### src/rtl/aes_spi_frontend.sv
// SPI slave front end for an AES core: oversamples sck in the clk domain, shifts in
// {plaintext, key}, pulses start, captures the core result and shifts it out on sdo.
module aes_spi_frontend #(
    parameter int KEY_BITS   = 128,
    parameter int BLOCK_BITS = 128,
    parameter int KEY_REUSE  = 1,
    parameter int CNT_W      = 9
) (
    input  logic                  clk,
    input  logic                  reset_n,
    input  logic                  sck,
    input  logic                  sdi,
    input  logic                  load,
    output logic                  sdo,
    output logic                  done,
    output logic                  frame_err,
    output logic [KEY_BITS-1:0]   key,
    output logic [BLOCK_BITS-1:0] plaintext,
    output logic                  start,
    input  logic                  core_done,
    input  logic [BLOCK_BITS-1:0] cyphertext
);
    localparam int FRAME_BITS = KEY_BITS + BLOCK_BITS;
    localparam logic [CNT_W-1:0] FRAME_CNT = CNT_W'(FRAME_BITS);
    localparam logic [CNT_W-1:0] BLOCK_CNT = CNT_W'(BLOCK_BITS);
    localparam logic [CNT_W-1:0] LAST_OUT  = CNT_W'(BLOCK_BITS - 2);
    localparam logic [CNT_W-1:0] CNT_MAX   = '1;

    typedef enum logic [2:0] {IDLE, SHIFT_IN, START, WAIT, HOLD, SHIFT_OUT} state_e;

    state_e                  state_q;
    logic [2:0]              sck_q;
    logic [1:0]              sdi_q;
    logic [2:0]              load_q;
    logic [CNT_W-1:0]        count_q;
    logic [FRAME_BITS-1:0]   in_sr_q;
    logic [BLOCK_BITS-1:0]   out_sr_q;
    logic [KEY_BITS-1:0]     key_q;
    logic [BLOCK_BITS-1:0]   pt_q;
    logic                    sdo_q, done_q, err_q, start_q;

    logic sck_rise, sck_fall, load_rise, load_fall;

    // sdi is taken from the same stage as sck so data and edge stay aligned
    assign sck_rise  =  sck_q[1] & ~sck_q[2];
    assign sck_fall  = ~sck_q[1] &  sck_q[2];
    assign load_rise =  load_q[1] & ~load_q[2];
    assign load_fall = ~load_q[1] &  load_q[2];

    always_ff @(posedge clk or negedge reset_n) begin
        if (!reset_n) begin
            state_q  <= IDLE;
            sck_q    <= '0;
            sdi_q    <= '0;
            load_q   <= '0;
            count_q  <= '0;
            in_sr_q  <= '0;
            out_sr_q <= '0;
            key_q    <= '0;
            pt_q     <= '0;
            sdo_q    <= 1'b0;
            done_q   <= 1'b0;
            err_q    <= 1'b0;
            start_q  <= 1'b0;
        end else begin
            sck_q   <= {sck_q[1:0], sck};
            sdi_q   <= {sdi_q[0], sdi};
            load_q  <= {load_q[1:0], load};
            start_q <= 1'b0;
            case (state_q)
                IDLE: begin
                    if (load_rise) begin
                        state_q <= SHIFT_IN;
                        count_q <= '0;
                    end
                end
                SHIFT_IN: begin
                    if (sck_rise) begin
                        in_sr_q <= {in_sr_q[FRAME_BITS-2:0], sdi_q[1]};
                        if (count_q != CNT_MAX) count_q <= count_q + 1'b1;
                    end
                    if (load_fall) begin
                        if (count_q == FRAME_CNT) begin
                            pt_q    <= in_sr_q[FRAME_BITS-1 -: BLOCK_BITS];
                            key_q   <= in_sr_q[KEY_BITS-1:0];
                            err_q   <= 1'b0;
                            start_q <= 1'b1;
                            state_q <= START;
                        end else if (KEY_REUSE != 0 && count_q == BLOCK_CNT) begin
                            pt_q    <= in_sr_q[BLOCK_BITS-1:0];
                            err_q   <= 1'b0;
                            start_q <= 1'b1;
                            state_q <= START;
                        end else begin
                            err_q   <= 1'b1;
                            state_q <= IDLE;
                        end
                    end
                end
                START: state_q <= WAIT;
                WAIT: begin
                    if (core_done) begin
                        out_sr_q <= cyphertext;
                        sdo_q    <= cyphertext[BLOCK_BITS-1];
                        done_q   <= 1'b1;
                        state_q  <= HOLD;
                    end
                end
                HOLD: begin
                    if (sck_rise) begin
                        state_q <= SHIFT_OUT;
                        count_q <= '0;
                    end
                end
                SHIFT_OUT: begin
                    // the first rise was consumed in HOLD, so count trails the rise index by one
                    if (sck_rise) begin
                        if (count_q == LAST_OUT) begin
                            done_q  <= 1'b0;
                            sdo_q   <= 1'b0;
                            state_q <= IDLE;
                        end else begin
                            count_q <= count_q + 1'b1;
                        end
                    end else if (sck_fall) begin
                        out_sr_q <= out_sr_q << 1;
                        sdo_q    <= out_sr_q[BLOCK_BITS-2];
                    end
                end
                default: state_q <= IDLE;
            endcase
            if (load_rise && (state_q == WAIT || state_q == HOLD || state_q == SHIFT_OUT)) begin
                done_q  <= 1'b0;
                sdo_q   <= 1'b0;
                count_q <= '0;
                state_q <= SHIFT_IN;
            end
        end
    end

    assign sdo       = sdo_q;
    assign done      = done_q;
    assign frame_err = err_q;
    assign key       = key_q;
    assign plaintext = pt_q;
    assign start     = start_q;
endmodule

### config.mk
export PLATFORM = sky130hd
export DESIGN_NAME = aes_spi_frontend
export DESIGN_NICKNAME = d
export VERILOG_FILES = /design/src/rtl/aes_spi_frontend.sv
export SDC_FILE = /design/constraint.sdc
export NUM_CORES = 1
export LEC_CHECK = 0
export CAP_MARGIN = 30
export CORE_ASPECT_RATIO = 0.7
export CORE_MARGIN = 2
export CORE_UTILIZATION = 55
export CTS_CLUSTER_DIAMETER = 150
export DETAILED_ROUTE_END_ITERATION = 8
export PLACE_DENSITY = 0.81
export SYNTH_ARGS = -nofsm -noshare
export SYNTH_HDL_FRONTEND = slang
export SYNTH_SLANG_ARGS = --single-unit
### constraint.sdc
create_clock -name clk -period 2.8 [get_ports clk]
set_input_delay 0.7 -clock clk [delete_from_list [all_inputs] [get_ports clk]]
set_output_delay 0.7 -clock clk [all_outputs]
set_load 0.01 [all_outputs]
==> results.yml <==
detailed_routing:
  drt_first_pass_iters: 9
  route.final.wire_length_mm: 62.09
  dr_total_vias: 17250
  routed_wire_length_per_instance_um: 19.71
  avgViaCountPerCell: 5.477
  route.detailed.drc: 0
  final_antenna_net_count: 0
  detail_route.iter0.violations: 1134
placement:
  dp_hpwl_mm: 42.17
  numPortBuffers: 393
  gp_congestion: 0.8188
  placed_cells: 3042
timing:
  tightestPinTransition_ns: 0.7842
  max-slew-margin-rel_pct: 47.72
  setup_viol: 0
  grt_setup_unrepaired: "false"
  timing.final.crit_share_pct: 94.52
  skew_ns: 0.01787
  timing_max_transition_violations_final: 0
  holdWs_ns: 0.03827
  setup-tns-final_ns: 0
  layout_min_cycle_time_ns: 2.647
  timing.final.hold_violations: 0
  fmax_mhz: 377.8
cts:
  clockRootBuffer: "clkbuf_16"
  cts_sinks: 663
  clock_tree.htree_level_count: 2
  post-cts-setup-buffers: 0
  post_cts_resized: 0
  cts_buffers: 60
  cts_hold_buffers_added: 0
  clk_pin_slew_ns: 0.06
  cts_buffer_depth: 3
  cts_tree: "yes"
  clock_insertion_delay_worst_skew_ns: 0.63
power_and_ir_drop:
  power.ir.vdd_worst_uv: 489.2
  total_power_after_layout_mw: 19.67
  p_leak_nw: 16.55
  power_density_nw_per_um2: 577.7
logic_synthesis:
  synth_largest_type_area_fraction_pct: 60.97
  distinct_cell_type_count_of_the_synthesized_netlist: 44
  postSynthAreaPerCell_sq_um: 13.20
  synth-async-reset-ratio_pct: 100.0
  postSynthRegisterBits: 663
  synthesis.nets: 2202
  ys_top_cells_by_count: "dfrtp_1 (663), mux2_2 (358), mux2i_1 (254)"
  yosys_warnings: 0
  yosysTopAreaCell: "dfrtp_1"
  mappedNetlistArea_sq_um: 27210
  synth.yosys.seq_area_share_pct: 60.97
  post_synth_inst_count: 2062
  synthFlopType: "dfrtp_1"
  yosys.cell_count.top_type: "dfrtp_1"
  number_of_flops_mapped_to_enable_cells_by_yosys: 0
  yosys-top-cells-area: "dfrtp_1 (61%), mux2_2 (15%), mux2i_1 (9.3%)"
final_layout:
  ratio_of_cells_with_drive_above_1_in_the_final_layout_pct: 20.97
  antenna-diode-count: 0
  instances_no_fill: 3150
  area_delta_synth_final_pct: 25.10
  fin_nets: 2579
global_route:
  top_usage_layer: "met2"
  met1_capacity_usage_during_global_routing_pct: 33.14
  grt_start_max_net_pins: 89
  overflow: 0
  grt_antenna_before_repair: 0
  global_route_wire_length_before_repair_mm: 100.5
  met2_usage_pct: 39.19
  groute.usage.overall_pct: 24.33
  use_met3_pct: 4.607
  vias_in_the_first_global_route: 18210
die:
  io-pin-count: 394
  die-height_um: 190.1
  die_w_um: 269.9
  floorplan.die_area_sq_um: 51300
  floorplan.core_area_sq_um: 49090
  fp-row-count: 68
  initial_core_util_pct: 55.43
critical_path:
  crit_path_max_cell_delay_ns: 0.46
  cp.arrival_ns: 3.16
  setup.reg_to_reg.worst_slack_ns: 0.15
  worst-setup-path-type: "flip-flop to flip-flop"
  worst_ep_required_time_ns: 3.31
  worst_path_max_delay_cell: "or4b_1"
  timing.critical_path.to_type: "flip-flop"
  regToRegEndpoint: "key[100]"
  critical_path.max_fanout: 25
  critical_path.reg2reg.startpoint: "count_q[0]"
  worst-r2r-cell-count: 8
  timing.critical_path.cells: "inv_1 -> ha_1 -> or4b_1 -> nor3_2 -> and4b_4 -> buf_12 -> buf_12 -> mux2_2"
  critPathMostFrequentCell: "buf_12"
  startpoint: "count_q[0]"
  critical_path.endpoint: "key[100]"
  critical_path.startpoint_type: "flip-flop"
worst_hold_path:
  timing.hold.worst.class: "primary input to asynchronous set/reset pin"
outcome:
  result_of_the_run: "completed"
flow_run:
  max_cap_viol_count: 0
-- registers in the layout, indices dropped and copies added (netlist names), 2 cells and up --
name / flops
load_q: 3
plaintext: 128
in_sr_q: 256
out_sr_q: 127
sdi_q: 2
sck_q: 3
key: 128
count_q: 9
state_q: 3
-- worst max-delay path: cells and delay by family, from the launching register on --
family / cells / cell delay (ns)
flip-flops: 1 / 0.44
AND/OR/NAND/NOR: 3 / 1.00
multiplexers: 1 / 0.36
buffers and inverters: 3 / 0.52
adder cells (fa/ha/maj): 1 / 0.17
-- layout make-up --
| class | count | area, sq um |
|---|---|---|
| inverter | 8 | 30.03 |
| multi-input combinational | 1258 | 9802 |
| fill | 3347 | 15050 |
| tap | 665 | 832.0 |
| sequential | 663 | 16590 |
| timing repair buffer | 448 | 4727 |
| clock buffer | 90 | 1834 |
| clock inverter | 18 | 227.7 |
-- placed cells by master, fill, tap and decap left out, types with 2 or more instances in the layout --
cell             count
dfrtp_1            663
clkdlybuf4s50_1    392
mux2_2             358
mux2i_1            254
nand2_1            142
nor2_1             142
o21ai_0            140
a21oi_1            135
clkbuf_16           60
buf_12              30
mux2_1              27
buf_4               25
clkbuf_8            22
clkinv_2             9
inv_1                8
clkbuf_1             8
nand2b_1             7
ha_1                 6
nand3_1              5
o31ai_1              4
nor3_1               4
and3_1               4
bufinv_16            4
nor2b_1              3
inv_6                3
nand4_1              2
o41ai_1              2
a22o_1               2
-- routing by layer --
metal  routed length (um)  vias to the layer above  part of all wire, %
met2                29740                      372                   48
met3                 2783                      120                  4.5
li1                     -                     7989                    -
met5                    0                        -                    0
met1                27280                     8773                   44
met4                 2281                        0                  3.7
-- per-stage QoR --
stage	cell area, sq um	setup slack, ns	util, %
6_report	34040	0.1533	69.35
5_1_grt	34040	0.01676	69.35
4_1_cts	34040	0.1565	69.35
3_5_place_dp	31980	0.1886	65.15
3_3_place_gp	31980	0.2651	65.15
2_1_floorplan	27210	0.3584	-
-- how the worst min path moves through the flow --
stage | start | to | depth (start not counted)
final | reset_n | in_sr_q[155] | 1
after detailed placement | sdi_q[0] | sdi_q[1] | 0
after floorplan | load_q[0] | load_q[1] | 0
after global placement | sck_q[0] | sck_q[1] | 0
after global routing | reset_n | in_sr_q[154] | 1
after CTS | reset_n | in_sr_q[154] | 1
-- power breakdown --
part / internal, mW / leakage (nW) / switching, mW
Combinational: 0.610 / 6.31 / 0.703
Clock: 4.89 / 1.03 / 3.60
Sequential: 9.72 / 9.21 / 0.143
-- cell families after synthesis --
logic type               after synthesis  synth area share, %
AND/OR/NAND/NOR                      320                4.772
flip-flops                           663                60.97
XOR/XNOR                               1              0.03219
multiplexers                         639                25.27
adder cells (fa/ha/maj)                6               0.2759
AO/OA/AOI/OAI                        292                5.563
buffers and inverters                141                3.117
(Power assumes the default switching activity.)
